`src/rtl/piso_shift_tx.sv`:
```
// Parallel-in / serial-out transmitter: accepts a WIDTH-bit word on a load/ready
// handshake and streams it out one bit per clock, with gapless back-to-back words.
module piso_shift_tx #(
    parameter int WIDTH     = 4,
    parameter bit MSB_FIRST = 1'b1
) (
    input  logic             clk,
    input  logic             rst_n,
    input  logic             load,
    input  logic [WIDTH-1:0] pin,
    output logic             ready,
    output logic             sout,
    output logic             sout_valid,
    output logic             done
);

    localparam int CNT_W = $clog2(WIDTH + 1);
    localparam logic [CNT_W-1:0] CNT_FULL = CNT_W'(WIDTH);
    localparam logic [CNT_W-1:0] CNT_ONE  = CNT_W'(1);

    typedef enum logic {
        IDLE  = 1'b0,
        SHIFT = 1'b1
    } state_t;

    state_t             state_q, state_d;
    logic [CNT_W-1:0]   cnt_q, cnt_d;
    logic [WIDTH-1:0]   sh_q, sh_d;
    logic               last_bit;
    logic               accept;

    // Moves the next bit into the output position; the vacated end fills with 0.
    function automatic logic [WIDTH-1:0] advance(input logic [WIDTH-1:0] v);
        if (MSB_FIRST) begin
            return {v[WIDTH-2:0], 1'b0};
        end else begin
            return {1'b0, v[WIDTH-1:1]};
        end
    endfunction

    always_ff @(posedge clk or negedge rst_n) begin
        if (!rst_n) begin
            state_q <= IDLE;
            cnt_q   <= '0;
            sh_q    <= '0;
        end else begin
            state_q <= state_d;
            cnt_q   <= cnt_d;
            sh_q    <= sh_d;
        end
    end

    always_comb begin
        state_d    = state_q;
        cnt_d      = cnt_q;
        sh_d       = sh_q;
        last_bit   = (state_q == SHIFT) && (cnt_q == CNT_ONE);
        ready      = (state_q == IDLE) || last_bit;
        accept     = load && ready;
        sout_valid = (state_q == SHIFT);
        done       = last_bit;
        // The bit on sout comes straight from the register; it is all-zero in IDLE.
        sout       = MSB_FIRST ? sh_q[WIDTH-1] : sh_q[0];

        case (state_q)
            IDLE: begin
                if (accept) begin
                    state_d = SHIFT;
                    cnt_d   = CNT_FULL;
                    sh_d    = pin;
                end else begin
                    cnt_d = '0;
                    sh_d  = '0;
                end
            end
            SHIFT: begin
                if (accept) begin
                    cnt_d = CNT_FULL;
                    sh_d  = pin;
                end else if (last_bit) begin
                    state_d = IDLE;
                    cnt_d   = '0;
                    sh_d    = '0;
                end else begin
                    cnt_d = cnt_q - CNT_ONE;
                    sh_d  = advance(sh_q);
                end
            end
            default: begin
                state_d = IDLE;
                cnt_d   = '0;
                sh_d    = '0;
            end
        endcase
    end

endmodule
```
`config.mk`:
```
export PLATFORM = sky130hd
export DESIGN_NAME = piso_shift_tx
export DESIGN_NICKNAME = d
export VERILOG_FILES = /design/src/rtl/piso_shift_tx.sv
export SDC_FILE = /design/constraint.sdc
export NUM_CORES = 1
export LEC_CHECK = 0
export CAP_MARGIN = 15
export CORE_AREA = 3 3 40 42
export DETAILED_ROUTE_END_ITERATION = 6
export DIE_AREA = 0 0 43 45
export PLACE_DENSITY_LB_ADDON = 0.25
export SLEW_MARGIN = 20
export SYNTH_ARGS = -nofsm -noshare
export SYNTH_HDL_FRONTEND = slang
export SYNTH_SLANG_ARGS = --single-unit
export TNS_END_PERCENT = 20
```
`constraint.sdc`:
```
create_clock -name clk -period 1.35 [get_ports clk]
set_clock_uncertainty 0.2 [all_clocks]
set_input_delay 0.27 -clock clk [delete_from_list [all_inputs] [get_ports clk]]
set_output_delay 0.27 -clock clk [all_outputs]
set_load 0.05 [all_outputs]
```
==> results of run 1 <==
## where the power goes
part | internal, W | leakage (nW) | total, W | switching, W
Combinational | 0.000465 | 0.180 | 0.000898 | 0.000434
Sequential | 0.000339 | 0.0983 | 0.000419 | 0.0000800
Clock | 0.000113 | 0.0150 | 0.000205 | 0.0000913
## cell type report
class | instances | area, um^2 | area share
Multi-Input combinational cell | 18 | 161 | 0.269
Inverter | 4 | 15.0 | 0.0250
Timing Repair Buffer | 15 | 178 | 0.296
Sequential cell | 8 | 201 | 0.335
Clock buffer | 4 | 26.3 | 0.0438
Tap cell | 15 | 18.8 | 0.0313
## worst max-delay path: stages, from the launching register on
cell	delay, ps
dfrtp_1	370
inv_2	80
ha_4	140
nand2b_4	80
nor2_4	110
buf_12	140
## through the flow
stage	setup TNS, ps	area (um^2)
CTS	-1270	597
detailed placement	-147	541
floorplan	-212	374
global placement	-105	541
finish	-1300	601
global route	-1740	601
## cell families (layout without fill, tap and decap cells)
kind of cell	count (synthesis)	after routing	share of synthesized area
AO/OA/AOI/OAI	6	6	0.130
adder cells (fa/ha/maj)	2	2	0.0719
buffers and inverters	4	23	0.0432
flip-flops	8	8	0.576
AND/OR/NAND/NOR	10	10	0.180
## flip-flops by register name (all words and copies together), names as in the netlist
register    cells
sh_q            4
cnt_q           3
sout_valid      1
## worst max-delay path by stage
stage	start	endpoint	slack [ps]	cells after the start
2_1_floorplan	cnt_q[0]	sh_q[0]	-40	4
3_3_place_gp	cnt_q[0]	ready	-70	4
3_5_place_dp	cnt_q[0]	ready	-80	4
4_1_cts	cnt_q[0]	ready	-300	4
5_1_grt	cnt_q[1]	done	-340	5
6_report	cnt_q[1]	done	-300	5
## per-layer routing
layer  global-route usage  vias to the layer above  part of all wire  wire [um]
li1                     -                      139                 -          -
met1               0.0990                      137              0.39        305
met2                0.177                        9              0.55        427
met3               0.0319                        0             0.055         43
met4               0.0723                        0                 0          0
met5                    0                        -                 0          0
## cell usage in the layout (no fill, tap or decap), types with 2 or more instances in the layout
master           n
nor2_1           2
clkdlybuf4s50_1  6
buf_12           4
buf_4            5
dfrtp_1          7
inv_1            2
inv_2            2
a31o_1           3
clkbuf_4         3
and3_1           3
## timing repair
action / 4_1_cts / 5_1_grt
pin swaps: 2 / 2
buffers inserted: 4 / 0
gates cloned: 0 / 0
gates resized for setup: 0 / 1
endpoints found under the setup margin: 8 / 9
==> results.py, run 1 <==
metrics = {
    "outcome": {
        "status": "complete, but fails checks",
        "violations": "negative setup slack",
    },
    "synth": {
        "synth_top_area_cell": "dfrtp_1",
        "ys_seq_area_frac": 0.576,
        "synth_nets": 39,
        "synth.area.top_cells": "dfrtp_1 58%, a31o_1 7.6%, ha_1 7.2%",
        "synth_edf_count": 0,
        "synth.top_cell.area_share": 0.576,
        "synthFlopType": "dfrtp_1",
        "synthTopCellsByCount": "8 x dfrtp_1, 4 x inv_1, 3 x a31o_1, 3 x and3_1, 3 x nor2_1",
        "ys_async_sr_fraction": 1.00,
        "yosys_register_bits": 8,
        "syn_area_um2": 348,
        "yosysWarningCount": 0,
        "syn_inst": 30,
        "syn_area_per_cell_um2": 11.6,
        "synth_cell_type_count": 12,
        "synth_most_common_cell": "dfrtp_1",
    },
    "timing": {
        "fin_crit_ps": 1650,
        "worstMarginPinSlew_ps": 376,
        "maxSlewViolCount": 0,
        "finalSetupViolCount": 8,
        "fmax_mhz": 606,
        "hold_viol_final": 0,
        "rsz0062_at_grt": "yes",
        "hold_ws_ps": 87.9,
        "max_slew_margin": 0.749,
        "finalCritPeriodShare": 1.22,
        "worst_slack_ps": -301,
    },
    "cts": {
        "cts.path.max_buffers": 2,
        "clk_latency_ps": 260,
        "cts_tree": "built",
        "clkSlewWorstSetupHoldPaths_ps": 70,
        "cts.sinks": 8,
        "cts-root-buf": "clkbuf_4",
        "cts-htree-levels": 1,
        "cts-buffers-inserted": 3,
        "cts_hold_buf": 0,
    },
    "setup_path": {
        "worstPathRequired_ps": 880,
        "worst_ep_arrival_time_ps": 1180,
        "r2r_slack_ps": -150,
        "rr_worst_depth": 6,
        "r2r_end": "sh_q[2]",
        "cp-end-kind": "primary output",
        "crit_path_max_fanout": 3,
        "critPathKind": "reg -> out",
        "start_kind": "flop",
        "reg2reg_from": "cnt_q[1]",
    },
    "route": {
        "drtPass1Iterations": 2,
        "drtIter0Drc": 2,
        "wire_per_inst_um": 12.1,
        "drc": 0,
        "vias": 285,
        "vias_per_cell": 4.45,
        "drt-total-wl_um": 777,
        "ant_nets": 0,
    },
    "power_and_ir_drop": {
        "vdd_drop_max_uv": 1160,
        "power.density_nw_per_um2": 2530,
        "leakage_nw": 0.293,
        "p_total_w": 0.00152,
    },
    "cells_and_area": {
        "layout.nets": 59,
        "antennaDiodeCount": 0,
        "drive_above_1_share": 0.449,
        "fillers": 124,
        "instances_no_fill": 64,
        "final_core_util": 0.467,
        "syn_to_final_growth_pct": 72.7,
    },
    "floorplan": {
        "coreArea_um2": 1280,
        "start_util": 0.271,
        "fp.dieH_um": 45,
        "ios": 11,
        "num_rows": 13,
        "die_area_um2": 1940,
        "die_x_um": 43,
    },
    "grt": {
        "grt_pass1_vias": 344,
        "gr-total-overflow": 0,
        "grt_util_all_layers": 0.100,
        "grt_antenna_before_repair": 0,
        "grt_pass1_wl_um": 1360,
        "grt_max_degree": 9,
    },
    "placed_design": {
        "io_buffers": 10,
        "post-place-ws_ps": -83.0,
        "placed_cells": 56,
        "gp_congestion": 0.753,
    },
    "worst_hold_path": {
        "min_path_type": "in -> async",
    },
    "job": {
        "drv_cap": 0,
    },
}
Note: power is estimated with default switching activity, not from simulation.
==> run 2: changes to the inputs <==
--- a/config.mk
+++ b/config.mk
@@ -6,9 +6,9 @@
 export NUM_CORES = 1
 export LEC_CHECK = 0
 export CAP_MARGIN = 15
-export CORE_AREA = 3 3 40 42
+export CORE_AREA = 2 2 39 41
 export DETAILED_ROUTE_END_ITERATION = 6
-export DIE_AREA = 0 0 43 45
+export DIE_AREA = 0 0 41 43
 export PLACE_DENSITY_LB_ADDON = 0.25
 export SLEW_MARGIN = 20
 export SYNTH_ARGS = -nofsm -noshare
==> results.py, run 2 (synthesized netlist as in run 1, its figures left out) <==
metrics = {
    "floorplan": {
        "num_rows": 14,
        "fp.dieH_um": 43,
        "die_x_um": 41,
        "coreArea_um2": 1380,
        "ios": 11,
        "start_util": 0.251,
        "die_area_um2": 1760,
    },
    "grt": {
        "grt_max_degree": 9,
        "gr-total-overflow": 0,
        "grt_antenna_before_repair": 0,
        "grt_pass1_wl_um": 1440,
        "grt_util_all_layers": 0.131,
        "grt_pass1_vias": 311,
    },
    "route": {
        "drc": 0,
        "ant_nets": 0,
        "drtIter0Drc": 4,
        "drtPass1Iterations": 2,
        "vias_per_cell": 4.45,
        "wire_per_inst_um": 13.0,
        "vias": 298,
        "drt-total-wl_um": 874,
    },
    "timing": {
        "finalCritPeriodShare": 1.23,
        "fmax_mhz": 604,
        "worstMarginPinSlew_ps": 375,
        "hold_ws_ps": 86.8,
        "hold_viol_final": 0,
        "worst_slack_ps": -306,
        "fin_crit_ps": 1660,
        "max_slew_margin": 0.750,
        "rsz0062_at_grt": "yes",
        "maxSlewViolCount": 0,
        "finalSetupViolCount": 11,
    },
    "placed_design": {
        "placedInstanceArea_um2": 549,
        "gp_congestion": 0.746,
        "post-place-ws_ps": -78.6,
        "hpwl_um": 581,
        "io_buffers": 10,
        "placed_cells": 58,
    },
    "setup_path": {
        "r2r_slack_ps": -290,
        "worstPathRequired_ps": 880,
        "rr_worst_depth": 7,
        "r2r_end": "sh_q[2]",
        "max_stage_delay_ps": 380,
        "crit_path_max_fanout": 3,
        "worst_path_max_delay_cell": "dfrtp_1",
        "path_cells": "inv_2, ha_4, nand2b_4, nor2_4, buf_12",
        "worst_ep_arrival_time_ps": 1190,
        "critPathKind": "reg -> out",
        "start_kind": "flop",
        "cp-end-kind": "primary output",
        "reg2reg_from": "cnt_q[1]",
    },
    "cells_and_area": {
        "drive_above_1_share": 0.471,
        "largest_reg_flops": 4,
        "design_area_um2": 623,
        "syn_to_final_growth_pct": 79.1,
        "antennaDiodeCount": 0,
        "final_common_cell": "dfrtp_1",
        "final_core_util": 0.450,
        "instances_no_fill": 67,
        "top_register": "sh_q",
        "layout.nets": 61,
        "final_cell_mix": "7 x dfrtp_1, 6 x clkdlybuf4s50_1, 6 x buf_4, 4 x buf_12",
    },
    "power_and_ir_drop": {
        "leakage_nw": 0.302,
        "power.density_nw_per_um2": 2570,
        "vdd_drop_max_uv": 913,
    },
    "cts": {
        "cts.sinks": 8,
        "cts.path.max_buffers": 2,
        "clk_latency_ps": 260,
        "cts-root-buf": "clkbuf_4",
        "cts-buffers-inserted": 3,
        "cts_tree": "built",
        "cts-htree-levels": 1,
        "clkSlewWorstSetupHoldPaths_ps": 60,
    },
    "outcome": {
        "violations": "negative setup slack",
        "status": "complete, but fails checks",
    },
    "job": {
        "drv_cap": 0,
    },
    "worst_hold_path": {
        "min_path_type": "in -> async",
    },
}
## run 2: what timing repair did
action	CTS	global route
buffers inserted	5	0
pin swaps	3	0
hold buffers	0	0
hold endpoints to repair	0	0
gates resized for setup	3	0
endpoints found under the setup margin	8	11
gates cloned	0	0
## run 2: power by group
part / switching [W] / internal, W / leakage, nW
registers: 0.0000826 / 0.000339 / 0.0983
clock network: 0.0000919 / 0.000114 / 0.0150
logic: 0.000458 / 0.000517 / 0.189
total: 0.000632 / 0.000969 / 0.302
## run 2: how the worst max path moves through the flow
stage                        start  endpoint  slack (ps)  depth (start not counted)
final                     cnt_q[1]      done        -310                          5
after floorplan           cnt_q[0]   sh_q[0]         -40                          4
after CTS                 cnt_q[1]      done        -310                          5
after global routing      cnt_q[0]     ready        -360                          4
after detailed placement  cnt_q[0]     ready         -80                          4
after global placement    cnt_q[0]     ready         -50                          4
## run 2: through the flow
step / TNS, ps / total power [W]
floorplan: -212 / 0.000883
global placement: -79.3 / 0.00123
detailed placement: -147 / 0.00126
CTS: -1620 / 0.00160
global route: -2130 / 0.00169
finish: -1670 / 0.00160
## run 2: layout make-up
class / count / area (um^2)
tap: 16 / 20.0
inverter: 4 / 15.0
timing repair buffer: 17 / 196
multi-input combinational: 18 / 164
fill: 133 / 761
clock buffer: 4 / 26.3
sequential: 8 / 201
## run 2: worst max-delay path, delay by kind of cell (launching register included)
kind | cells | cell delay (ps)
flops | 1 | 380
simple gates | 2 | 190
buf+inv | 2 | 210
fa+ha+maj | 1 | 140
## run 2: layer usage
layer	track usage	part of all wire	vias to the layer above
li1	-	-	145
met1	0.146	0.39	138
met2	0.184	0.51	12
met3	0.0576	0.066	3
met4	0.100	0.029	0
met5	0	0	-
